--- config.mk ---
export PLATFORM = sky130hd
export DESIGN_NAME = bpm_ctrl
export DESIGN_NICKNAME = d
export VERILOG_FILES = /design/src/rtl/bpm_ctrl.sv
export SDC_FILE = /design/constraint.sdc
export NUM_CORES = 1
export LEC_CHECK = 0
export ABC_AREA = 1
export BUFFER_PORTS_ARGS = -buffer_cell sky130_fd_sc_hd__buf_2
export CELL_PAD_IN_SITES_DETAIL_PLACEMENT = 1
export CELL_PAD_IN_SITES_GLOBAL_PLACEMENT = 1
export CORE_ASPECT_RATIO = 1.5
export CORE_MARGIN = 2
export CORE_UTILIZATION = 25
export CTS_BUF_LIST = sky130_fd_sc_hd__clkbuf_4 sky130_fd_sc_hd__clkbuf_8
export CTS_CLUSTER_SIZE = 40
export DETAILED_ROUTE_END_ITERATION = 8
export PLACE_DENSITY = 0.6
export SYNTH_ARGS = -nofsm -noshare
export SYNTH_HDL_FRONTEND = slang
export SYNTH_SLANG_ARGS = --single-unit
--- constraint.sdc ---
create_clock -name clk -period 1.55 [get_ports clk]
set_clock_uncertainty 0.1 [all_clocks]
set_input_delay 0.0775 -clock clk [delete_from_list [all_inputs] [get_ports clk]]
set_output_delay 0.0775 -clock clk [all_outputs]
set_load 0.01 [all_outputs]
--- src/rtl/bpm_ctrl.sv ---
// Session controller for the BPM datapath: sample strobe divider, valid/copied
// handshake, FWFT result FIFO, and sticky overflow/timeout flags.
module bpm_ctrl #(
  parameter int unsigned CLK_DIV         = 10,
  parameter int unsigned FIFO_DEPTH      = 4,
  parameter int unsigned TIMEOUT_SAMPLES = 1000
) (
  input  logic                          clk,
  input  logic                          rst,
  input  logic                          start,
  input  logic                          stop,
  output logic                          sample_en,
  input  logic [7:0]                    dp_bpm_value,
  input  logic                          dp_bpm_valid,
  output logic                          dp_bpm_copied,
  input  logic                          rd_en,
  output logic [7:0]                    rd_data,
  output logic                          rd_valid,
  output logic [$clog2(FIFO_DEPTH):0]   fifo_count,
  output logic                          overflow,
  output logic                          timeout,
  output logic                          busy
);

  localparam int unsigned DW = $clog2(CLK_DIV);
  localparam int unsigned PW = $clog2(FIFO_DEPTH);
  localparam int unsigned CW = PW + 1;
  localparam int unsigned TW = $clog2(TIMEOUT_SAMPLES + 1);

  typedef enum logic [1:0] {
    S_IDLE,
    S_RUN,
    S_ACK,
    S_WAIT_CLR
  } state_t;

  state_t        state;
  state_t        state_nx;
  logic [DW-1:0] div_cnt;
  logic [TW-1:0] to_cnt;
  logic          stop_pend;
  logic [7:0]    mem [FIFO_DEPTH];
  logic [PW-1:0] wr_ptr;
  logic [PW-1:0] rd_ptr;
  logic [CW-1:0] count_nx;

  logic enter_run_c;
  logic capture_c;
  logic strobe_nx_c;
  logic full_c;
  logic pop_c;
  logic push_c;
  logic drop_c;

  // State register
  always_ff @(posedge clk or posedge rst) begin
    if (rst) state <= S_IDLE;
    else     state <= state_nx;
  end

  // Next-state logic
  always_comb begin
    state_nx = state;
    case (state)
      S_IDLE:     if (start && !stop)      state_nx = S_RUN;
      S_RUN:      if (stop_pend)           state_nx = S_IDLE;
                  else if (dp_bpm_valid)   state_nx = S_ACK;
      S_ACK:                               state_nx = S_WAIT_CLR;
      S_WAIT_CLR: if (!dp_bpm_valid)       state_nx = S_RUN;
      default:                             state_nx = S_IDLE;
    endcase
  end

  // Decoded controls; a push is allowed into a full FIFO only alongside a pop
  always_comb begin
    enter_run_c = (state == S_IDLE) && (state_nx == S_RUN);
    capture_c   = (state == S_RUN) && (state_nx == S_ACK);
    strobe_nx_c = (state_nx != S_IDLE) && (div_cnt == DW'(CLK_DIV - 1));
    full_c      = (fifo_count == CW'(FIFO_DEPTH));
    pop_c       = rd_en && (fifo_count != '0);
    push_c      = capture_c && (!full_c || pop_c);
    drop_c      = capture_c && full_c && !pop_c;
    count_nx    = fifo_count;
    if (push_c && !pop_c)      count_nx = fifo_count + CW'(1);
    else if (!push_c && pop_c) count_nx = fifo_count - CW'(1);
  end

  // Strobe divider, handshake outputs and session flags
  always_ff @(posedge clk or posedge rst) begin
    if (rst) begin
      div_cnt       <= '0;
      to_cnt        <= '0;
      stop_pend     <= 1'b0;
      sample_en     <= 1'b0;
      dp_bpm_copied <= 1'b0;
      busy          <= 1'b0;
      overflow      <= 1'b0;
      timeout       <= 1'b0;
    end else begin
      sample_en     <= strobe_nx_c;
      dp_bpm_copied <= (state == S_ACK);
      busy          <= (state_nx != S_IDLE);

      if (state == S_IDLE || state_nx == S_IDLE || div_cnt == DW'(CLK_DIV - 1))
        div_cnt <= '0;
      else
        div_cnt <= div_cnt + DW'(1);

      if (state_nx == S_IDLE)                  stop_pend <= 1'b0;
      else if (stop && state != S_IDLE)        stop_pend <= 1'b1;

      if (enter_run_c) begin
        to_cnt   <= '0;
        timeout  <= 1'b0;
        overflow <= 1'b0;
      end else begin
        if (capture_c) begin
          to_cnt <= '0;
        end else if (sample_en && to_cnt != TW'(TIMEOUT_SAMPLES)) begin
          to_cnt <= to_cnt + TW'(1);
          if (to_cnt == TW'(TIMEOUT_SAMPLES - 1)) timeout <= 1'b1;
        end
        if (drop_c) overflow <= 1'b1;
      end
    end
  end

  // Result FIFO storage and pointers
  always_ff @(posedge clk or posedge rst) begin
    if (rst) begin
      wr_ptr     <= '0;
      rd_ptr     <= '0;
      fifo_count <= '0;
      rd_valid   <= 1'b0;
      for (int i = 0; i < FIFO_DEPTH; i++) mem[i] <= '0;
    end else begin
      if (push_c) begin
        mem[wr_ptr] <= dp_bpm_value;
        wr_ptr      <= wr_ptr + PW'(1);
      end
      if (pop_c) rd_ptr <= rd_ptr + PW'(1);
      fifo_count <= count_nx;
      rd_valid   <= (count_nx != '0);
    end
  end

  assign rd_data = mem[rd_ptr];

endmodule

==> parameters.txt <==
Parameter                              Value

Synthesis
  Average footprint of a synthesized cell    8.49 µm²
  Yosys warning count    0
  Fraction of the yosys area taken by sequential cells    50.5%
  Number of instances in the synthesized netlist    roughly 360
  Share of Yosys cell area claimed by the top area cell type    between 50% and 60%
  Synth Cell Area    3070 µm²
  Syn_nets    387
  Count of distinct cell types in the synthesized netlist    28
  Dominant cells by area after synthesis    sky130_fd_sc_hd__dfrtp_1 (51%), sky130_fd_sc_hd__nand2_1 (9.3%), sky130_fd_sc_hd__nor2_1 (5.6%)
  Flip-flop and latch count after synthesis    62
  Area leader, netlist    sky130_fd_sc_hd__dfrtp_1

Detailed routing
  Drt total wl    8200 µm
  DRC Markers    0
  Drt first-iter violations    59
  Count of nets left with antenna violations after detail routing    0
  Via-per-instance ratio    4.55
  Routed WL per cell    13.9 µm
  Total vias in the final route    2,685
  Detailed-routing iteration count for the pre-antenna-repair pass    4

Clock network
  TritonCTS clock tree    yes
  Number of H-tree levels    3
  CTS Buf Count    9
  Source-to-sink clock delay at the later pin of the worst-skew pair    350 ps
  Clock root cell    sky130_fd_sc_hd__clkbuf_8
  Clock-pin slew reported for the worst setup and hold paths after clock tree synthesis    60 ps
  Clock sink count    62
  Buffers from clock root to sink, at most    2

Timing
  Part of the cycle the worst path needs    102%
  Count of final setup violators    2
  Peak Freq    630 MHz
  Max transition margin    70.2%
  Worst Slack Setup Final    -36.4 ps
  RSZ-0062 raised after global routing    yes
  Least-Margin Pin Slew    447 ps
  Final Hold Vio Count    0
  Final critical-path required period    1590 ps
  Max-slew violation count    0

GRT
  Initial antenna violation count    0
  Pin count of the biggest net entering global routing    63
  Leftover overflow at the end of global routing    0
  Global-route wire length before repair    between 10,000 and 15,000 µm
  Overall fraction of global-route tracks in use    13.5%
  Number of global-route vias before repair    2,794

Floorplan
  Floorplan core area    ~12,000 µm²
  Die Outline Area    13,200 µm²
  Initial core utilization    25.6%
  DIE WIDTH    94.5 µm
  Num ports    31
  Die Y    140 µm
  Floorplan row count    49

Power and ir drop
  Power share of the combinational group    44.3%
  Sequential cell fraction of total power    approximately 37%
  P per Cell Area    1750 nW/µm²
  Net switching share of the total power    roughly 40%
  Proportion of power drawn by the clock network    18.8%
  Internal Power    about 4.3 mW
  Total power    around 7.1 mW
  Leakage power summed over all cells    between 1.5 and 2 nW
  Maximum VDD drop    413 µV
  Switching Power    2.82 mW

Critical path
  Data arrival at the endpoint of the critical path    1410 ps
  Critical register-to-register path endpoint    mem[7]$_DFFE_PP0P_
  Delay of the slowest cell on the worst path    roughly 380 ps
  Slowest CP cell    sky130_fd_sc_hd__dfrtp_1
  Reg2Reg Depth    8
  Critical path launch point    rd_ptr[0]$_DFFE_PP0N_
  Ordered list of cells on the worst path    buf_4 > o21ai_0 > o22ai_1 > buf_2
  Worst flop-to-flop path startpoint    state[1]$_DFF_PP0_
  Internal reg-to-reg setup slack    30 ps
  Data required time of the critical path    about 1400 ps
  Critical path capture point type    output pin
  Maximum fanout along the worst path    9
  Capture point of the worst path    rd_data[3]
  CP startpoint kind    flop
  Kind of critical path    reg -> out

Layout
  Final antenna diode count    0
  Highest-count cells in the layout ignoring fill and taps    sky130_fd_sc_hd__nand2_1 (68), sky130_fd_sc_hd__dfrtp_1 (61), sky130_fd_sc_hd__nor2_1 (39), sky130_fd_sc_hd__o21ai_1 (32), sky130_fd_sc_hd__inv_1 (31)
  Share of layout cells above drive strength 1    30.0%
  Final cell count without fillers    around 600
  Area grow syn2layout    31.3%
  Net count of the finished layout    458
  Most common cell after layout, fill and taps aside    sky130_fd_sc_hd__nand2_1

Run
  Maximum Capacitance Violations    0

Placement
  Setup slack at placement    -34.7 ps
  Final GP Congestion    0.786
  Total half-perimeter wirelength after legalization and detailed placement    around 5800 µm
  Count of input and output buffers    30
  # placed instances    approximately 560

Worst hold path
  Startpoint of the worst hold path    rd_en
  Class of the tightest hold or removal check    in -> reg

Run status
  Failing checks    setup timing
  Status    finished with violations
-- stage by stage --
step / instance area, µm² / TNS (ps) / hold slack (ps) / util (%)
6_report: 4030 / -51.6 / 39.8 / 33.6
5_1_grt: 4030 / -2680 / 67.7 / 33.6
4_1_cts: 3860 / -106 / 26.8 / 32.2
3_5_place_dp: 3540 / -79.1 / 99.5 / 29.5
3_3_place_gp: 3540 / 0 / 98.4 / 29.5
2_1_floorplan: 3080 / 0 / 96.1 / -
-- Yosys cell counts (all sizes together) --
cell,n
or2,1
nand2,83
o22ai,8
a21oi,7
xor2,4
nand4,6
nor2,48
a31oi,2
nand3b,1
nor3,1
clkbuf,2
ha,11
buf,7
inv,43
dfrtp,62
o21ai,56
nand3,19
xnor2,1
-- worst min path at each step --
stage                                    endpoint  slack [ps]  depth (start not counted)
after CTS                    overflow$_DFFE_PP0P_          30                          4
after detailed placement    stop_pend$_DFFE_PP0P_         100                          3
after global routing         overflow$_DFFE_PP0P_          70                          4
final                        overflow$_DFFE_PP0P_          40                          4
after floorplan                    busy$_DFF_PP0_         100                          1
after global placement    dp_bpm_copied$_DFF_PP0_         100                          3
-- cells by family after synthesis --
family / after synthesis / synth area share (%)
AND/OR/NAND/NOR: 159 / 22.8
buffers and inverters: 52 / 7.62
AO/OA/AOI/OAI: 73 / 13.2
XOR/XNOR: 5 / 1.43
adder cells (fa/ha/maj): 11 / 4.48
flip-flops: 62 / 50.5
-- layer usage --
layer / track usage (%) / share of wire [%] / up-vias
li1: - / - / 1306
met1: 15.2 / 41 / 1335
met2: 24.5 / 55 / 32
met3: 2.11 / 2.5 / 12
met4: 6.18 / 1.7 / 0
met5: 0 / 0 / -
-- cell type report --
class | count | area (µm²)
fillers | 1442 | 7980
flip-flops and latches | 62 | 1550
multi-input cells | 248 | 1440
repair buffers | 69 | 503
well taps | 153 | 191
clock buffers | 14 | 174
inverters | 43 | 173
clock inverters | 1 | 5.00
-- what timing repair did --
action,in CTS,in global routing
hold buffers,11,0
endpoints found under the hold margin,96,0
gates resized for setup,16,40
buffers inserted,0,5
pin swaps,0,11
setup endpoints to repair,13,53
-- flip-flops by register name, indices dropped and copies added (netlist names), 2 cells and up --
signal      flops
mem            32
to_cnt         10
div_cnt         4
wr_ptr          2
fifo_count      3
state           2
rd_ptr          2
-- power by group through the flow --
| stage | Sequential [mW] | Combinational, mW | Clock, mW |
|---|---|---|---|
| CTS | 2.60 | 2.97 | 1.38 |
| finish | 2.60 | 3.13 | 1.33 |
| global placement | 2.59 | 2.77 | 0 |
| floorplan | 2.56 | 1.80 | 0 |
| detailed placement | 2.62 | 2.85 | 0 |
| global route | 2.69 | 3.55 | 1.47 |
-- critical path: cells and delay by family (launching register included) --
| kind | cells | cell delay [ps] |
|---|---|---|
| compound gates | 2 | 320 |
| buf+inv | 2 | 360 |
| flops | 1 | 380 |
(Power assumes the default switching activity.)
